**config.mk**
```make
export PLATFORM = sky130hd
export DESIGN_NAME = eh2_btb_upd_writer_flat
export DESIGN_NICKNAME = d
export VERILOG_FILES = /design/src/rtl/eh2_btb_upd_pkg.sv /design/src/rtl/eh2_btb_upd_writer_if.sv /design/src/rtl/eh2_btb_upd_hash.sv /design/src/rtl/eh2_btb_upd_writer.sv /design/src/flat_wrapper.sv
export SDC_FILE = /design/constraint.sdc
export NUM_CORES = 1
export LEC_CHECK = 0
export CAP_MARGIN = 40
export CORE_MARGIN = 1
export CORE_UTILIZATION = 56
export DETAILED_ROUTE_END_ITERATION = 8
export PLACE_DENSITY = 0.84
export SYNTH_ARGS = -nofsm -noshare
export SYNTH_HDL_FRONTEND = slang
export SYNTH_SLANG_ARGS = --single-unit
```
**constraint.sdc**
```tcl
create_clock -name clk -period 7.6 [get_ports clk]
set_input_delay 1.52 -clock clk [delete_from_list [all_inputs] [get_ports clk]]
set_output_delay 1.52 -clock clk [all_outputs]
set_load 0.005 [all_outputs]
```
**src/rtl/eh2_btb_upd_pkg.sv**
```systemverilog
// Shared types for the BTB/BHT update writer: queue entry layout, head-slot FSM
// states and the index/tag geometry used by both the hash and the queue.
package eh2_btb_upd_pkg;

    localparam int BTB_ADDR_LO   = 3;
    localparam int BTB_ADDR_HI   = 10;
    localparam int BTB_BTAG_SIZE = 5;
    localparam int BHT_GHR_SIZE  = 8;

    localparam int IW = BTB_ADDR_HI - BTB_ADDR_LO + 1;
    localparam int TW = BTB_BTAG_SIZE;

    // One resolved-branch update, with both lookup hashes already applied.
    typedef struct packed {
        logic [IW-1:0] idx;
        logic          way;
        logic [TW-1:0] tag;
        logic [30:0]   tgt;
        logic          valid;
        logic [IW-1:0] bht_idx;
        logic [1:0]    ctr;
    } btb_upd_entry_t;

    typedef enum logic [1:0] {
        ST_EMPTY   = 2'd0,
        ST_PEND    = 2'd1,
        ST_STARVED = 2'd2
    } upd_state_e;

endpackage

```
**src/rtl/eh2_btb_upd_writer_if.sv**
```systemverilog
// Update-request channel (branch resolution -> writer) and BTB/BHT array write
// port (writer -> array arbiter).
interface eh2_btb_upd_req_if;
    import eh2_btb_upd_pkg::*;

    logic                    upd_valid;
    logic                    upd_ready;
    logic [30:0]             upd_pc;
    logic                    upd_way;
    logic                    upd_inval;
    logic [30:0]             upd_tgt;
    logic [BHT_GHR_SIZE-1:0] upd_ghr;
    logic [1:0]              upd_ctr;

    modport master (
        output upd_valid, upd_pc, upd_way, upd_inval, upd_tgt, upd_ghr, upd_ctr,
        input  upd_ready
    );

    modport slave (
        input  upd_valid, upd_pc, upd_way, upd_inval, upd_tgt, upd_ghr, upd_ctr,
        output upd_ready
    );
endinterface

interface eh2_btb_wr_if;
    import eh2_btb_upd_pkg::*;

    logic          wr_req;
    logic          wr_force;
    logic          wr_gnt;
    logic [IW-1:0] wr_btb_idx;
    logic          wr_btb_way;
    logic [TW-1:0] wr_btb_tag;
    logic [30:0]   wr_btb_tgt;
    logic          wr_btb_valid;
    logic [IW-1:0] wr_bht_idx;
    logic [1:0]    wr_bht_ctr;

    modport master (
        output wr_req, wr_force, wr_btb_idx, wr_btb_way, wr_btb_tag, wr_btb_tgt,
               wr_btb_valid, wr_bht_idx, wr_bht_ctr,
        input  wr_gnt
    );

    modport slave (
        input  wr_req, wr_force, wr_btb_idx, wr_btb_way, wr_btb_tag, wr_btb_tgt,
               wr_btb_valid, wr_bht_idx, wr_bht_ctr,
        output wr_gnt
    );
endinterface

```
**src/rtl/eh2_btb_upd_hash.sv**
```systemverilog
// Combinational BTB index/tag and GHR-hashed BHT index, identical to the fetch
// lookup hashes so an update lands in the slot that fetch will read.
module eh2_btb_upd_hash
    import eh2_btb_upd_pkg::*;
(
    input  logic [30:0]             pc,
    input  logic [BHT_GHR_SIZE-1:0] ghr,
    output logic [IW-1:0]           btb_idx,
    output logic [TW-1:0]           btb_tag,
    output logic [IW-1:0]           bht_idx
);

    localparam int HI = BTB_ADDR_HI;
    localparam int LO = BTB_ADDR_LO;

    // pc carries PC[31:1]; rebuild the byte address so slices use PC bit numbers.
    logic [31:0] pc_full;
    logic        unused_pc;

    assign pc_full   = {pc, 1'b0};
    assign unused_pc = ^pc_full;

    assign btb_idx = pc_full[HI:LO]
                   ^ pc_full[HI+IW:LO+IW]
                   ^ pc_full[HI+2*IW:LO+2*IW];

    assign btb_tag = pc_full[HI+TW:HI+1]
                   ^ pc_full[HI+2*TW:HI+TW+1]
                   ^ pc_full[HI+3*TW:HI+2*TW+1];

    assign bht_idx = btb_idx ^ ghr;

endmodule

```
**src/rtl/eh2_btb_upd_writer.sv**
```systemverilog
// Buffers resolved-branch BTB/BHT updates in a small coalescing queue and drains
// them to the shared array write port, escalating to wr_force when starved.
module eh2_btb_upd_writer
    import eh2_btb_upd_pkg::*;
#(
    parameter int DEPTH        = 4,
    parameter int STARVE_LIMIT = 15
) (
    input  logic                   clk,
    input  logic                   rst,
    eh2_btb_upd_req_if.slave       upd,
    eh2_btb_wr_if.master           wr,
    input  logic                   flush,
    output logic [$clog2(DEPTH):0] q_count
);

    localparam int PW = $clog2(DEPTH);
    localparam int CW = PW + 1;
    localparam int SW = $clog2(STARVE_LIMIT + 1);

    btb_upd_entry_t q_mem [DEPTH];
    btb_upd_entry_t new_entry;
    btb_upd_entry_t head;

    logic [PW-1:0] wr_ptr;
    logic [PW-1:0] rd_ptr;
    logic [PW-1:0] tail_ptr;
    logic [CW-1:0] count;
    logic [CW-1:0] count_nxt;
    logic [SW-1:0] starve_cnt;
    logic [SW-1:0] starve_nxt;
    upd_state_e    state;
    upd_state_e    state_nxt;

    logic [IW-1:0] new_idx;
    logic [TW-1:0] new_tag;
    logic [IW-1:0] new_bht_idx;

    logic req_int;
    logic ready_int;
    logic push;
    logic pop;
    logic coalesce;

    eh2_btb_upd_hash u_hash (
        .pc      (upd.upd_pc),
        .ghr     (upd.upd_ghr),
        .btb_idx (new_idx),
        .btb_tag (new_tag),
        .bht_idx (new_bht_idx)
    );

    always_comb begin
        new_entry         = '0;
        new_entry.idx     = new_idx;
        new_entry.way     = upd.upd_way;
        new_entry.tag     = new_tag;
        new_entry.tgt     = upd.upd_tgt;
        new_entry.valid   = ~upd.upd_inval;
        new_entry.bht_idx = new_bht_idx;
        new_entry.ctr     = upd.upd_ctr;
    end

    // Ready and request come from registered state only, so no upd_* -> wr_* path.
    assign ready_int = (count != CW'(DEPTH));
    assign req_int   = (state != ST_EMPTY);
    assign head      = q_mem[rd_ptr];
    assign tail_ptr  = wr_ptr - 1'b1;

    assign push = upd.upd_valid && ready_int && !flush;
    assign pop  = req_int && wr.wr_gnt;

    // A lone entry under grant is already being written, so it cannot absorb a push.
    assign coalesce = push && (count != '0)
                   && (q_mem[tail_ptr].idx == new_idx)
                   && (q_mem[tail_ptr].way == upd.upd_way)
                   && !((count == CW'(1)) && pop);

    // NOTE: every signal written in always_comb gets a default first, so no path
    // through the block leaves it unassigned and no latch is inferred.
    always_comb begin
        count_nxt = count + CW'(push && !coalesce) - CW'(pop);
        if (flush) count_nxt = '0;

        starve_nxt = starve_cnt;
        if (flush || pop || !req_int) begin
            starve_nxt = '0;
        end else if (starve_cnt != SW'(STARVE_LIMIT)) begin
            starve_nxt = starve_cnt + 1'b1;
        end

        state_nxt = state;
        unique case (state)
            ST_EMPTY: begin
                if (push) state_nxt = ST_PEND;
            end
            ST_PEND, ST_STARVED: begin
                if (pop) begin
                    state_nxt = (count_nxt != '0) ? ST_PEND : ST_EMPTY;
                end else if (starve_nxt == SW'(STARVE_LIMIT)) begin
                    state_nxt = ST_STARVED;
                end
            end
            default: state_nxt = ST_EMPTY;
        endcase
        if (flush) state_nxt = ST_EMPTY;
    end

    // NOTE: sequential state uses non-blocking assignments so every register
    // samples pre-edge values regardless of statement order.
    always_ff @(posedge clk) begin
        if (rst) begin
            state      <= ST_EMPTY;
            count      <= '0;
            wr_ptr     <= '0;
            rd_ptr     <= '0;
            starve_cnt <= '0;
            // NOTE: the storage is reset because the write-port payload is read
            // straight from it and must be zero out of reset; it is only DEPTH words.
            for (int i = 0; i < DEPTH; i++) q_mem[i] <= '0;
        end else begin
            state      <= state_nxt;
            count      <= count_nxt;
            starve_cnt <= starve_nxt;
            if (flush) begin
                wr_ptr <= '0;
                rd_ptr <= '0;
            end else begin
                if (push) begin
                    if (coalesce) begin
                        q_mem[tail_ptr] <= new_entry;
                    end else begin
                        q_mem[wr_ptr] <= new_entry;
                        wr_ptr        <= wr_ptr + 1'b1;
                    end
                end
                if (pop) rd_ptr <= rd_ptr + 1'b1;
            end
        end
    end

    assign upd.upd_ready   = ready_int;
    assign wr.wr_req       = req_int;
    assign wr.wr_force     = req_int && (starve_cnt == SW'(STARVE_LIMIT));
    assign wr.wr_btb_idx   = head.idx;
    assign wr.wr_btb_way   = head.way;
    assign wr.wr_btb_tag   = head.tag;
    assign wr.wr_btb_tgt   = head.tgt;
    assign wr.wr_btb_valid = head.valid;
    assign wr.wr_bht_idx   = head.bht_idx;
    assign wr.wr_bht_ctr   = head.ctr;
    assign q_count         = count;

endmodule

```
**src/flat_wrapper.sv**
```systemverilog
// flat-port wrapper written by rule: the top's interface ports become plain ports
module eh2_btb_upd_writer_flat import eh2_btb_upd_pkg::*;
#(
    parameter int DEPTH        = 4,
    parameter int STARVE_LIMIT = 15
)
  (clk, rst, flush, q_count, upd_upd_valid, upd_upd_pc, upd_upd_way, upd_upd_inval, upd_upd_tgt, upd_upd_ghr, upd_upd_ctr, upd_upd_ready, wr_wr_req, wr_wr_force, wr_wr_btb_idx, wr_wr_btb_way, wr_wr_btb_tag, wr_wr_btb_tgt, wr_wr_btb_valid, wr_wr_bht_idx, wr_wr_bht_ctr, wr_wr_gnt);
  eh2_btb_upd_req_if upd_i ();
  eh2_btb_wr_if wr_i ();
  input  logic clk;
  input  logic rst;
  input  logic flush;
  output logic [$clog2(DEPTH):0] q_count;
  input wire logic [$bits(upd_i.upd_valid)-1:0] upd_upd_valid;
  input wire logic [$bits(upd_i.upd_pc)-1:0] upd_upd_pc;
  input wire logic [$bits(upd_i.upd_way)-1:0] upd_upd_way;
  input wire logic [$bits(upd_i.upd_inval)-1:0] upd_upd_inval;
  input wire logic [$bits(upd_i.upd_tgt)-1:0] upd_upd_tgt;
  input wire logic [$bits(upd_i.upd_ghr)-1:0] upd_upd_ghr;
  input wire logic [$bits(upd_i.upd_ctr)-1:0] upd_upd_ctr;
  output wire logic [$bits(upd_i.upd_ready)-1:0] upd_upd_ready;
  output wire logic [$bits(wr_i.wr_req)-1:0] wr_wr_req;
  output wire logic [$bits(wr_i.wr_force)-1:0] wr_wr_force;
  output wire logic [$bits(wr_i.wr_btb_idx)-1:0] wr_wr_btb_idx;
  output wire logic [$bits(wr_i.wr_btb_way)-1:0] wr_wr_btb_way;
  output wire logic [$bits(wr_i.wr_btb_tag)-1:0] wr_wr_btb_tag;
  output wire logic [$bits(wr_i.wr_btb_tgt)-1:0] wr_wr_btb_tgt;
  output wire logic [$bits(wr_i.wr_btb_valid)-1:0] wr_wr_btb_valid;
  output wire logic [$bits(wr_i.wr_bht_idx)-1:0] wr_wr_bht_idx;
  output wire logic [$bits(wr_i.wr_bht_ctr)-1:0] wr_wr_bht_ctr;
  input wire logic [$bits(wr_i.wr_gnt)-1:0] wr_wr_gnt;
  assign upd_i.upd_valid = upd_upd_valid;
  assign upd_i.upd_pc = upd_upd_pc;
  assign upd_i.upd_way = upd_upd_way;
  assign upd_i.upd_inval = upd_upd_inval;
  assign upd_i.upd_tgt = upd_upd_tgt;
  assign upd_i.upd_ghr = upd_upd_ghr;
  assign upd_i.upd_ctr = upd_upd_ctr;
  assign upd_upd_ready = upd_i.upd_ready;
  assign wr_wr_req = wr_i.wr_req;
  assign wr_wr_force = wr_i.wr_force;
  assign wr_wr_btb_idx = wr_i.wr_btb_idx;
  assign wr_wr_btb_way = wr_i.wr_btb_way;
  assign wr_wr_btb_tag = wr_i.wr_btb_tag;
  assign wr_wr_btb_tgt = wr_i.wr_btb_tgt;
  assign wr_wr_btb_valid = wr_i.wr_btb_valid;
  assign wr_wr_bht_idx = wr_i.wr_bht_idx;
  assign wr_wr_bht_ctr = wr_i.wr_bht_ctr;
  assign wr_i.wr_gnt = wr_wr_gnt;
  eh2_btb_upd_writer #(.DEPTH(DEPTH), .STARVE_LIMIT(STARVE_LIMIT)) u_core (.clk(clk), .rst(rst), .upd(upd_i), .wr(wr_i), .flush(flush), .q_count(q_count));
endmodule
```
==> results.json <==
{
  "required_ns": 7.85,
  "grt_usage_pct": 24.18,
  "total_power_mw": 2.938,
  "min_period_ns": 5.103,
  "routabilityCongestion": 0.7798,
  "grt_pass1_wl_mm": 36.63,
  "drtIter0Drc": 457,
  "cts_tree": "yes",
  "run_status": "finished clean",
  "slew_viol_final": 0,
  "boundaryPins": 141,
  "synthFlopType": "edfxtp_1",
  "hold_slack_ns": 0.4785,
  "synth-async-reset-ratio_pct": 0,
  "critPathCaptureType": "register",
  "wl_mm": 23.46,
  "maxCapViolations": 0,
  "h-tree-depth": 1,
  "hold_class": "reg2reg",
  "fmax_ghz": 0.1960,
  "drt_first_pass_iters": 7,
  "root_buffer": "clkbuf_16",
  "die_x_um": 142.9,
  "r2r_setup_slack_ns": 3.06,
  "grt_pass1_vias": 6819,
  "cp.arrival_ns": 5.35,
  "start_util_pct": 57.10,
  "fin_setup_tns_ns": 0,
  "finalNetCount": 945,
  "r2r_end": "u_core.q_mem[0][25]",
  "drive_gt1_share_pct": 14.33,
  "rows": 51,
  "power-per-cell-area_mw_per_mm2": 217.4,
  "antenna_cells": 0,
  "cts-hold-fix-buffers": 0,
  "fill_cells": 1321,
  "synth_edf_count": 224,
  "reg2reg_depth": 9,
  "peakVddDrop_uv": 192.4,
  "tightest_slew_ns": 0.9012,
  "critical_path.max_fanout": 21,
  "stdcell_area_mm2": 0.01352,
  "avgSynthCellArea_um2": 15.31,
  "avgViaCountPerCell": 5.645,
  "ctsResizeCount": 0,
  "start_kind": "input port",
  "place_area_mm2": 0.01275,
  "path_class": "in2reg",
  "num_vias": 6458,
  "grt_overflow": 0,
  "setup_viol": 0,
  "syn2layout_area_growth_pct": 21.64,
  "clock_path_buffers": 3,
  "grt_max_degree": 50,
  "io_buffers": 133,
  "post-route-period-util_pct": 67.14,
  "clk_latency_ns": 0.51,
  "post-route-drc-count": 0,
  "relSlewSlack_pct": 39.84,
  "syn-num-nets": 811,
  "clkTransAtPathRegs_ns": 0.06,
  "synth-seq-cells": 239,
  "cts.sinks": 239,
  "hp-start": "u_core.state[0]",
  "dp_hpwl_mm": 14.62,
  "syn-instance-count": 726,
  "antenna_found_initial": 0,
  "cts-buffers-inserted": 25,
  "worstReg2RegStart": "u_core.wr_ptr[0]",
  "ant_nets": 0,
  "min_delay_worst_endpoint": "u_core.state[0]",
  "core_mm2": 0.01946,
  "die_height_um": 142.9,
  "design.die.area_mm2": 0.02041,
  "synth_area_mm2": 0.01111,
  "cellLeakagePower_nw": 4.897,
  "ys_seq_area_share_pct": 63.23,
  "finalHoldViolCount": 0,
  "min_delay_path_depth": 2,
  "synth.distinct_cells": 44,
  "post_cts_buffers": 0,
  "rsz0062_at_grt": "false",
  "skew_ns": 0.005776,
  "routedWlPerCell_um": 20.50,
  "yosysWarnings": 0
}
==> cell type report <==
cell class | instances | area (um^2) | share of cell area (%)
clock buffer | 30 | 644.4 | 4.767
timing repair buffer | 148 | 1496 | 11.07
sequential | 239 | 7032 | 52.02
clock inverter | 16 | 127.6 | 0.9441
tap | 265 | 331.6 | 2.453
multi-input combinational | 417 | 3777 | 27.94
inverter | 29 | 108.9 | 0.8053
==> worst max-delay path by stage <==
stage	startpoint	end	cells after the start
floorplan	upd_upd_pc[23]	u_core.q_mem[3][0]	7
global placement	upd_upd_pc[23]	u_core.q_mem[0][27]	9
detailed placement	upd_upd_pc[23]	u_core.q_mem[0][31]	10
CTS	upd_upd_pc[23]	u_core.q_mem[0][1]	10
global route	upd_upd_pc[23]	u_core.q_mem[0][1]	10
finish	upd_upd_pc[23]	u_core.q_mem[0][25]	10
==> critical path, cell delays in order <==
cell and delay [ns]:
clkdlybuf4s50_1 0.50, xnor3_1 0.51, xnor2_1 0.21, or3_1 0.38, nor3_4 0.59, mux2i_1 0.26, buf_4 0.29, or2b_2 0.56
buf_16 0.26, buf_4 0.24
==> through the flow <==
step	util (%)	instances	setup WS, ns
2_1_floorplan	-	726	1.536
3_3_place_gp	65.10	1095	1.849
3_5_place_dp	65.49	1098	1.990
4_1_cts	69.46	1144	2.515
5_1_grt	69.46	1144	2.385
6_report	69.46	1144	2.497
==> sequential cells by signal, summed over array words and instances, names as in the netlist, named ones only <==
name               cells
u_core.rd_ptr          2
u_core.state           2
u_core.wr_ptr          2
u_core.q_mem         224
u_core.starve_cnt      4
u_core.q_count         3
==> report_power, final <==
group	internal, mW	switching (mW)	leakage, nW
clock	0.671	0.486	0.377
combinational	0.140	0.122	2.10
sequential	1.50	0.0208	2.42
==> cells in the mapped netlist, drive strengths merged, types with 2 or more instances <==
cell | number | area (um^2)
mux2 | 3 | 33.78
nor2 | 80 | 300.3
xor2 | 9 | 78.83
ha | 5 | 62.56
xnor2 | 24 | 210.2
nand4 | 2 | 12.51
and3 | 2 | 12.51
nand2 | 21 | 78.83
buf | 15 | 120.1
or2 | 2 | 12.51
nor3 | 7 | 46.30
and2 | 138 | 863.3
nand2b | 5 | 31.28
a21oi | 5 | 25.02
edfxtp | 224 | 6726
dfxtp | 15 | 300.3
mux4 | 65 | 1483
nor3b | 3 | 22.52
or3 | 13 | 81.33
or3b | 2 | 17.52
mux2i | 7 | 70.07
xnor3 | 8 | 180.2
nand3 | 2 | 10.01
o21ai | 2 | 10.01
inv | 29 | 108.9
clkbuf | 26 | 108.9
==> layer usage <==
layer  routed length, um  GRT usage, %
met1                9336         31.25
met2               11780         41.69
met3                1696         4.225
met4                 641         7.866
met5                   0             0
==> placed cells by master, fill, tap and decap left out, drive strengths merged, types with 7 or more instances in the layout <==
cell type / n
and2: 138
buf: 15
clkbuf: 30
clkdlybuf4s50: 133
clkinv: 12
dfxtp: 15
edfxtp: 224
inv: 30
mux2i: 7
mux4: 65
nand2: 21
nor2: 80
nor3: 7
or3: 13
xnor2: 24
xnor3: 8
xor2: 9
==> logic make-up (layout without fill, tap and decap cells) <==
logic type | after synthesis | count (layout) | share of synthesized area (%)
AO/OA/AOI/OAI | 13 | 13 | 0.7432
adder cells (fa/ha/maj) | 6 | 6 | 0.7431
AND/OR/NAND/NOR | 282 | 282 | 13.75
buffers and inverters | 70 | 223 | 3.040
multiplexers | 75 | 75 | 14.28
XOR/XNOR | 41 | 41 | 4.222
flip-flops | 239 | 239 | 63.23
(Power assumes the default switching activity.)
